**config.mk**
```make
export PLATFORM = sky130hd
export DESIGN_NAME = rca_writeback_source_flat
export DESIGN_NICKNAME = d
export VERILOG_FILES = /design/src/rtl/rca_writeback_source_if.sv /design/src/rtl/rca_writeback_source.sv /design/src/flat_wrapper.sv
export SDC_FILE = /design/constraint.sdc
export NUM_CORES = 1
export LEC_CHECK = 0
export CAP_MARGIN = 20
export CORE_MARGIN = 2
export CORE_UTILIZATION = 40
export CTS_CLUSTER_DIAMETER = 150
export DETAILED_ROUTE_END_ITERATION = 8
export GPL_ROUTABILITY_DRIVEN = 0
export MAX_ROUTING_LAYER = met4
export PLACE_DENSITY = 0.71
export SLEW_MARGIN = 20
export SYNTH_ARGS = -nofsm -noshare
export SYNTH_HDL_FRONTEND = slang
export SYNTH_SLANG_ARGS = --single-unit
```
**constraint.sdc**
```tcl
create_clock -name clk -period 3.8 [get_ports clk]
set_clock_uncertainty 0.2 [all_clocks]
set_input_delay 0.76 -clock clk [delete_from_list [all_inputs] [get_ports clk]]
set_output_delay 0.76 -clock clk [all_outputs]
set_load 0.01 [all_outputs]
```
**src/rtl/rca_writeback_source_if.sv**
```systemverilog
// Writeback handshake between the RCA result buffer and the
// register-file stage: id/done/rd from the producer, ack back.
interface rca_writeback_interface #(
  parameter int NUM_WRITE_PORTS = 2,
  parameter int XLEN            = 32,
  parameter int ID_W            = 8
);
  logic [ID_W-1:0]                      id;
  logic                                 done;
  logic [NUM_WRITE_PORTS-1:0][XLEN-1:0] rd;
  logic                                 ack;

  modport unit (
    output id,
    output done,
    output rd,
    input  ack
  );

  modport wb (
    input  id,
    input  done,
    input  rd,
    output ack
  );
endinterface

```
**src/rtl/rca_writeback_source.sv**
```systemverilog
// RCA writeback source: in-order FIFO of completed RCA results.
// Ports: result_* push side, rca_wb head/ack, gc_flush, occupancy.
module rca_writeback_source #(
  parameter int NUM_WRITE_PORTS = 2,
  parameter int DEPTH           = 4,
  parameter int XLEN            = 32,
  parameter int ID_W            = 8
) (
  input  logic                                 clk,
  input  logic                                 rst,
  input  logic                                 result_valid,
  output logic                                 result_ready,
  input  logic [ID_W-1:0]                      result_id,
  input  logic [NUM_WRITE_PORTS-1:0][XLEN-1:0] result_data,
  input  logic [NUM_WRITE_PORTS-1:0][4:0]      result_rd_addr,
  input  logic                                 gc_flush,
  rca_writeback_interface.unit                 rca_wb,
  output logic [NUM_WRITE_PORTS-1:0][4:0]      rca_retired_rd_addrs,
  output logic [$clog2(DEPTH+1)-1:0]           occupancy
);
  localparam int AW = $clog2(DEPTH);
  localparam int CW = $clog2(DEPTH+1);
  localparam logic [CW-1:0] FULL = CW'(DEPTH);

  logic [ID_W-1:0]                      id_mem   [DEPTH];
  logic [NUM_WRITE_PORTS-1:0][XLEN-1:0] data_mem [DEPTH];
  logic [NUM_WRITE_PORTS-1:0][4:0]      addr_mem [DEPTH];

  logic [AW-1:0] rptr_q, rptr_d;
  logic [AW-1:0] wptr_q, wptr_d;
  logic [CW-1:0] count_q, count_d;

  logic done;
  logic push;
  logic pop;

  // Ready looks only at the registered count, so a full
  // buffer refuses a push even when a pop frees a slot.
  assign result_ready = (count_q < FULL);
  assign done         = (count_q != '0);
  assign push         = result_valid & result_ready & ~gc_flush;
  assign pop          = rca_wb.ack & done & ~gc_flush;

  // Head fields read as zero when empty, since RAM is unreset.
  assign rca_wb.done = done;
  assign rca_wb.id   = done ? id_mem[rptr_q] : '0;
  assign rca_wb.rd   = done ? data_mem[rptr_q] : '0;

  assign rca_retired_rd_addrs = done ? addr_mem[rptr_q] : '0;
  assign occupancy            = count_q;

  always_comb begin
    rptr_d  = rptr_q;
    wptr_d  = wptr_q;
    count_d = count_q;
    if (gc_flush) begin
      rptr_d  = '0;
      wptr_d  = '0;
      count_d = '0;
    end else begin
      if (push) wptr_d = wptr_q + AW'(1);
      if (pop)  rptr_d = rptr_q + AW'(1);
      unique case ({push, pop})
        2'b10:   count_d = count_q + CW'(1);
        2'b01:   count_d = count_q - CW'(1);
        default: count_d = count_q;
      endcase
    end
  end

  always_ff @(posedge clk) begin
    if (rst) begin
      rptr_q  <= '0;
      wptr_q  <= '0;
      count_q <= '0;
    end else begin
      rptr_q  <= rptr_d;
      wptr_q  <= wptr_d;
      count_q <= count_d;
    end
  end

  always_ff @(posedge clk) begin
    if (push && !rst) begin
      id_mem[wptr_q]   <= result_id;
      data_mem[wptr_q] <= result_data;
      addr_mem[wptr_q] <= result_rd_addr;
    end
  end

`ifndef SYNTHESIS
  a_no_overflow : assert property (
    @(posedge clk) disable iff (rst)
    !(push && count_q == FULL));

  a_head_stable : assert property (
    @(posedge clk) disable iff (rst)
    (done && !rca_wb.ack && !gc_flush) |=>
      ($stable(rca_wb.id) && $stable(rca_wb.rd) &&
       $stable(rca_retired_rd_addrs)));
`endif

endmodule

```
**src/flat_wrapper.sv**
```systemverilog
// flat-port wrapper written by rule: the top's interface ports become plain ports
module rca_writeback_source_flat 
#(
  parameter int NUM_WRITE_PORTS = 2,
  parameter int DEPTH           = 4,
  parameter int XLEN            = 32,
  parameter int ID_W            = 8
)
  (clk, rst, result_valid, result_ready, result_id, result_data, result_rd_addr, gc_flush, rca_retired_rd_addrs, occupancy, rca_wb_id, rca_wb_done, rca_wb_rd, rca_wb_ack);
  rca_writeback_interface #(.NUM_WRITE_PORTS(NUM_WRITE_PORTS), .XLEN(XLEN), .ID_W(ID_W)) rca_wb_i ();
  input  logic clk;
  input  logic rst;
  input  logic result_valid;
  output logic result_ready;
  input  logic [ID_W-1:0] result_id;
  input  logic [NUM_WRITE_PORTS-1:0][XLEN-1:0] result_data;
  input  logic [NUM_WRITE_PORTS-1:0][4:0] result_rd_addr;
  input  logic gc_flush;
  output logic [NUM_WRITE_PORTS-1:0][4:0] rca_retired_rd_addrs;
  output logic [$clog2(DEPTH+1)-1:0] occupancy;
  output wire logic [$bits(rca_wb_i.id)-1:0] rca_wb_id;
  output wire logic [$bits(rca_wb_i.done)-1:0] rca_wb_done;
  output wire logic [$bits(rca_wb_i.rd)-1:0] rca_wb_rd;
  input wire logic [$bits(rca_wb_i.ack)-1:0] rca_wb_ack;
  assign rca_wb_id = rca_wb_i.id;
  assign rca_wb_done = rca_wb_i.done;
  assign rca_wb_rd = rca_wb_i.rd;
  assign rca_wb_i.ack = rca_wb_ack;
  rca_writeback_source #(.NUM_WRITE_PORTS(NUM_WRITE_PORTS), .DEPTH(DEPTH), .XLEN(XLEN), .ID_W(ID_W)) u_core (.clk(clk), .rst(rst), .result_valid(result_valid), .result_ready(result_ready), .result_id(result_id), .result_data(result_data), .result_rd_addr(result_rd_addr), .gc_flush(gc_flush), .rca_wb(rca_wb_i), .rca_retired_rd_addrs(rca_retired_rd_addrs), .occupancy(occupancy));
endmodule
```
==> metrics.cfg, run 1 <==
[finish]
final_core_area_utilization_pct=51.67
num-nets-final=864
area_delta_synth_final_pct=27.12
drive_above_1_share_pct=19.37
nFillCells=2445

[routing]
routed_length_per_instance_microns=20.38
post-route-drc-count=0
drt_first_iter_violations=360
drt.antenna.violating_nets=0
route.final.wire_length_mm=24.42
1st_pass_router_iterations=5
num_vias=6037
post_drt_via_cell_ratio=5.039

[critical_path]
rr_startpoint=u_core.occupancy[2]$_SDFFE_PP0P_
worst_r2r_path_depth=8
critPathKind=register to output pin
cp_num_cells=4
crit_path_start_kind=register
r2r_setup_slack_ns=1.53
crit_path_cell_trace=buf_12, mux4_2, and2_1, clkdlybuf4s50_1
cp.arrival_ns=2.63
cp-end-kind=output pin
critical-path-top-delay-family=buffers and inverters
critical_path.reg2reg.endpoint=u_core.occupancy[2]$_SDFFE_PP0P_
crit_slowest_cell=mux4_2
crit_path_max_incr_delay_ns=0.58
critPathRequiredTime_ns=2.84
critical_path_buf_inv_count=2
cp-endpoint=rca_wb_rd[40]
critPathMaxFanout=30

[placed_design]
dp_worst_setup_slack_ns=0.5284
portBuffers=173
place_hpwl_mm=15.40

[outcome]
status=complete, no violations

[yosys]
synth_cell_types=22
mappedNetlistArea_sq_um=12860
ys_top_cells_by_count=328 x edfxtp_1, 86 x and2_1, 82 x mux4_2, 10 x buf_2
synth_fp_nets=664
netlist_top_cells_area=edfxtp_1 77%, mux4_2 14%, and2_1 4.2%
ys_ff_latch=337
synth_top_area_cell=edfxtp_1
synth_ff_type=edfxtp_1
synthesis.area_per_instance_sq_um=22.52
syn-instance-count=571
synth_enable_flop_cells=328
synth_top_cell_area_share_pct=76.59
asyncSetResetFlopFracSynth_pct=0
count_leader_synth=edfxtp_1
yosys_warnings=0
synth_seq_area_share_pct=77.99

[clocking]
cts.htree.levels=2
cts.root.buffer_cell=clkbuf_16
post_cts_hold_buffer_count=0
clkSlewWorstSetupHoldPaths_ns=0.06
tritoncts=yes
cts-buffers-inserted=35
clockBufferDepth=3
clock_insertion_delay_worst_skew_ns=0.49
cts.sinks=337

[global_route]
grt_pass1_wl_mm=37.51
grt_pass1_vias=6351
grt_remaining_overflow=0
grt_usage_pct=15.24
maximum_number_of_pins_on_one_net_before_global_route_repair=84
grt_antenna_before_repair=1

[hold_path]
worst_hold_path_type=register to register

[sta]
finalMaxSlewViolations=0
worst-slew-pin-transition_ns=0.7753
timing.final.ws_setup_ns=0.2101
setup-violations-final=0
worst_slew_margin_rel_pct=48.31
rsz0062_at_grt=true
report.final.hold_viol_count=0
final_period_demand_of_the_worst_path_ns=3.590
timing.final.crit_share_pct=94.47
max_clock_freq_mhz=278.6

[run]
drv_cap=0

[floorplanning]
fp.dieH_microns=183.3
fp_rows=65
die-area_sq_um=33600
num_io_pins=174
start_util_pct=40.65
fp.coreArea_sq_um=31640
chipWidth_microns=183.3

[power]
sequentialPowerShare_pct=53.5
power.combinational.fraction_pct=4.2
power.switching_fraction_pct=18.67
p_switching_w=0.001439
p_per_area_nw_per_um2=471.5
power_report.internal_total_w=0.006268
leakagePower_nw=5.120
ir_worst_vdd_mv=0.4493
power.share.clock_pct=42.3

## repair_timing
item / CTS / global route
setup buffers: 0 / 0
resized for setup: 0 / 1
setup endpoints to repair: 0 / 4
## worst min path at each step
stage | startpoint | to | cells after the start
after floorplan | u_core.rptr_q[1]$_SDFFE_PP0N_ | register | 2
after global placement | u_core.rptr_q[0]$_SDFFE_PP0N_ | u_core.rptr_q[0]$_SDFFE_PP0N_ | 2
after detailed placement | u_core.rptr_q[1]$_SDFFE_PP0N_ | register | 2
after CTS | u_core.rptr_q[1]$_SDFFE_PP0N_ | register | 2
after global routing | u_core.rptr_q[0]$_SDFFE_PP0N_ | register | 2
final | u_core.rptr_q[1]$_SDFFE_PP0N_ | register | 2
## power groups by stage
stage               clock network [W]  registers (W)  logic, W
floorplan                           0        0.00420  0.000111
global placement                    0        0.00420  0.000322
detailed placement                  0        0.00420  0.000328
CTS                           0.00334        0.00412  0.000330
global route                  0.00349        0.00412  0.000350
finish                        0.00326        0.00412  0.000323
## per-layer routing
metal | up-vias | GRT usage (%) | wire [microns]
met1 | 3105 | 20.28 | 10490
met4 | 0 | 3.840 | 422
met3 | 42 | 2.562 | 1210
li1 | 2714 | - | -
met2 | 176 | 24.74 | 12300
met5 | - | - | 0
## worst register-to-register path: stages (launching register included)
cell,delay [ns]
dfxtp_1,0.48
o31ai_1,0.16
nor2_1,0.11
ha_1,0.18
inv_1,0.06
fa_1,0.38
xor2_1,0.16
or3_1,0.31
a21oi_1,0.16
## placed cells by master, fill, tap and decap left out, drive strengths merged, types with 2 or more instances in the layout
| cell | count |
|---|---|
| inv | 7 |
| and2 | 86 |
| bufinv | 2 |
| mux4 | 82 |
| xor2 | 4 |
| buf | 18 |
| clkinv | 9 |
| nor3b | 2 |
| ha | 5 |
| edfxtp | 328 |
| clkdlybuf4s50 | 173 |
| a21oi | 2 |
| clkbuf | 50 |
| nor2 | 9 |
| dfxtp | 9 |
## state kept, by name, summed over array words and instances, names as in the netlist, named ones only
register	flops
u_core.addr_mem	40
u_core.data_mem	256
u_core.id_mem	32
u_core.occupancy	3
u_core.rptr_q	2
u_core.wptr_q	2
## kinds of logic (layout without fill, tap and decap cells)
| logic type | Yosys count | after routing | share of synthesized area, % |
|---|---|---|---|
| xor gates and xnor gates | 5 | 5 | 0.3405 |
| DFF | 337 | 337 | 77.99 |
| AOI/OAI and AO/OA | 5 | 5 | 0.2432 |
| and+or+nand+nor | 100 | 100 | 4.699 |
| buffers and inverters | 35 | 259 | 1.644 |
| adders and majority gates | 6 | 6 | 0.6422 |
| muxes | 83 | 83 | 14.44 |
| other | 0 | 1 | 0 |
## layout make-up
| class | count | area [sq um] | share of cell area, % |
|---|---|---|---|
| Antenna cell | 1 | 2.502 | 0.01531 |
| Inverter | 7 | 26.28 | 0.1607 |
| Clock buffer | 50 | 1006 | 6.154 |
| Sequential cell | 337 | 10040 | 61.40 |
| Multi-Input combinational cell | 199 | 2644 | 16.17 |
| Tap cell | 402 | 503.0 | 3.077 |
| Clock inverter | 11 | 98.84 | 0.6047 |
| Timing Repair Buffer | 191 | 2029 | 12.41 |
## per-stage QoR
step,cells,power [W],cell area (sq um),TNS [ns],hold slack [ns]
after floorplan,571,0.004311,12860,0,0.2847
after global placement,1136,0.004521,15240,0,0.3182
after detailed placement,1136,0.004528,15240,0,0.3271
after CTS,1197,0.007793,16340,0,0.3437
after global routing,1198,0.007963,16350,-0.06909,0.3823
final,1198,0.007708,16350,0,0.3414
Power figures use the tool's default switching activity.
==> inputs of run 2 (changes only) <==
--- a/config.mk
+++ b/config.mk
@@ -7,12 +7,12 @@
 export LEC_CHECK = 0
 export CAP_MARGIN = 20
 export CORE_MARGIN = 2
-export CORE_UTILIZATION = 40
+export CORE_UTILIZATION = 49
 export CTS_CLUSTER_DIAMETER = 150
 export DETAILED_ROUTE_END_ITERATION = 8
 export GPL_ROUTABILITY_DRIVEN = 0
 export MAX_ROUTING_LAYER = met4
-export PLACE_DENSITY = 0.71
+export PLACE_DENSITY = 0.82
 export SLEW_MARGIN = 20
 export SYNTH_ARGS = -nofsm -noshare
 export SYNTH_HDL_FRONTEND = slang
==> run 2 against run 1 <==
  * Sequential share of layout area rose by 0.27 points
  * Via count rose by 0.20%
  * Combinational power barely moved
  * Highest routed layer unchanged
==> metrics.cfg, run 2 (same netlist as run 1, synthesis figures left out) <==
[global_route]
maximum_number_of_pins_on_one_net_before_global_route_repair=84  ; unchanged
grt_antenna_before_repair=1  ; unchanged
grt_remaining_overflow=0  ; unchanged
grt_usage_pct=18.34  ; +3.1 points
grt_pass1_wl_mm=37.54  ; about the same
grt_pass1_vias=6347  ; -0.063%

[power]
p_switching_w=0.001427  ; -0.82%
p_per_area_nw_per_um2=482.0  ; +2.2%
sequentialPowerShare_pct=52.5  ; -1.0 points
power_report.internal_total_w=0.006417  ; +2.4%
post_layout_total_power_w=0.007844  ; +1.8%
ir_worst_vdd_mv=0.3655  ; -19%
power.combinational.fraction_pct=4.2  ; about the same
leakagePower_nw=5.119  ; about the same
power.switching_fraction_pct=18.20  ; -0.48 points
power.share.clock_pct=43.3  ; +1.0 points

[clocking]
post_cts_gate_resize_count=0  ; unchanged
clockBufferDepth=3  ; unchanged
cts-buffers-inserted=34  ; -2.9%
cts.root.buffer_cell=clkbuf_16
cts.htree.levels=2  ; unchanged
clkSlewWorstSetupHoldPaths_ns=0.06  ; about the same
cts.sinks=337  ; unchanged
postCtsSetupBuffers=0  ; unchanged
clock_insertion_delay_worst_skew_ns=0.48  ; about the same
post_cts_hold_buffer_count=0  ; unchanged
tritoncts=yes

[finish]
num-nets-final=861  ; -0.35%
final_area_sq_um=16280  ; -0.44%
area_delta_synth_final_pct=26.56
top_register=u_core.data_mem
largestRegisters=u_core.data_mem x256, u_core.addr_mem x40, u_core.id_mem x32
final-instance-count-excl-fill=1130  ; -5.7%
layout_commonest_cell=edfxtp_1
largest_reg_flops=256  ; unchanged
layout.cells.most_common_list=328 x edfxtp_1, 173 x clkdlybuf4s50_1, 82 x mux4_2, 82 x and2_1, 35 x clkbuf_16
drive_above_1_share_pct=19.17  ; -0.20 points

[outcome]
status=complete, no violations

[critical_path]
critPathRequiredTime_ns=2.84  ; about the same
cp.arrival_ns=2.62  ; about the same
critPathMaxFanout=15  ; -50%
crit_path_max_incr_delay_ns=0.59  ; about the same
critPathKind=register to output pin
crit_slowest_cell=mux4_2
cp-end-kind=output pin
crit_path_cell_trace=buf_4, mux4_2, and2_1, clkdlybuf4s50_1
crit_path_start_kind=register

[sta]
finalMaxSlewViolations=0  ; unchanged
final_period_demand_of_the_worst_path_ns=3.579  ; -0.01079 ns
rsz0062_at_grt=false
setup-violations-final=0  ; unchanged
setup_tns_ns=0  ; unchanged
report.final.hold_viol_count=0  ; unchanged
max_clock_freq_mhz=279.4  ; +0.30%
worst-slew-pin-transition_ns=0.5413  ; -0.2339 ns
timing.final.crit_share_pct=94.19  ; -0.28 points
worst_slew_margin_rel_pct=63.83  ; +16 points

[routing]
1st_pass_router_iterations=4  ; -1
drt.antenna.violating_nets=0  ; unchanged
highest-signal-layer=met4
post-route-drc-count=0  ; unchanged
num_vias=6049  ; +0.20%
post_drt_via_cell_ratio=5.353  ; +6.2%
drt_first_iter_violations=448  ; +24%
route.final.wire_length_mm=24.44  ; about the same
routed_length_per_instance_microns=21.63  ; +6.1%
met3_wirelength_mm=1.403  ; +16%
wl_met2_mm=12.59  ; +2.3%
sum_of_routed_wire_segments_on_met1_mm=10.17  ; -3.0%

[floorplanning]
num_io_pins=174  ; unchanged
fp_rows=59  ; -9.2%
fp.coreArea_sq_um=25910  ; -18%
chipWidth_microns=166  ; -9.4%
die-area_sq_um=27560  ; -18%
fp.dieH_microns=166  ; -9.4%
start_util_pct=49.63  ; +9.0 points

[placed_design]
portBuffers=173  ; unchanged
place_hpwl_mm=14.72  ; -4.4%
placedInstanceArea_sq_um=15120  ; -0.78%
dp_cells=1067  ; -6.1%

[hold_path]
worst_hold_path_type=register to register

[run]
drv_cap=0  ; unchanged

run 2: cell type report:
| class | instances | area [sq um] |
|---|---|---|
| Sequential cell | 337 | 10040 |
| Fill cell | 1767 | 9635 |
| Multi-Input combinational cell | 199 | 2634 |
| Timing Repair Buffer | 189 | 2002 |
| Clock buffer | 46 | 927.1 |
| Tap cell | 335 | 419.2 |
| Clock inverter | 15 | 225.2 |
| Inverter | 7 | 26.28 |
| Antenna cell | 2 | 5.005 |
run 2: worst paths after layout:
path	start	end	slack, ns	cells past startpoint
worst max-delay path	register	rca_wb_rd[23]	0.22	4
worst min-delay path	u_core.rptr_q[1]$_SDFFE_PP0N_	u_core.rptr_q[1]$_SDFFE_PP0N_	0.33	2
worst max register to register	u_core.occupancy[2]$_SDFFE_PP0P_	u_core.occupancy[2]$_SDFFE_PP0P_	1.59	9
worst min register to register	u_core.rptr_q[1]$_SDFFE_PP0N_	u_core.rptr_q[1]$_SDFFE_PP0N_	0.33	2
run 2: worst max-delay path, delay by kind of cell, from the launching register on:
kind / cells / cell delay [ns]
muxes: 1 / 0.59
buffers and inverters: 2 / 0.81
and+or+nand+nor: 1 / 0.18
DFF: 1 / 0.55
run 2: stage by stage:
step / worst slack, ns / hold slack (ns) / util [%]
after floorplan: 0.6126 / 0.2847 / -
after global placement: 0.4693 / 0.3097 / 58.35
after detailed placement: 0.3829 / 0.3148 / 58.35
after CTS: 0.1374 / 0.3401 / 62.79
after global routing: 0.06802 / 0.3808 / 62.80
final: 0.2209 / 0.3296 / 62.81
run 2: metal layers:
metal	track usage, %	vias up
met1	24.05	3125
met3	3.789	28
met5	-	-
met4	3.743	0
met2	30.25	184
li1	-	2712
run 2: power by group through the flow:
stage	logic, W	registers (W)	clock network (W)
global placement	0.000323	0.00420	0
detailed placement	0.000329	0.00420	0
CTS	0.000333	0.00412	0.00348
global route	0.000350	0.00412	0.00362
floorplan	0.000111	0.00420	0
finish	0.000326	0.00412	0.00340
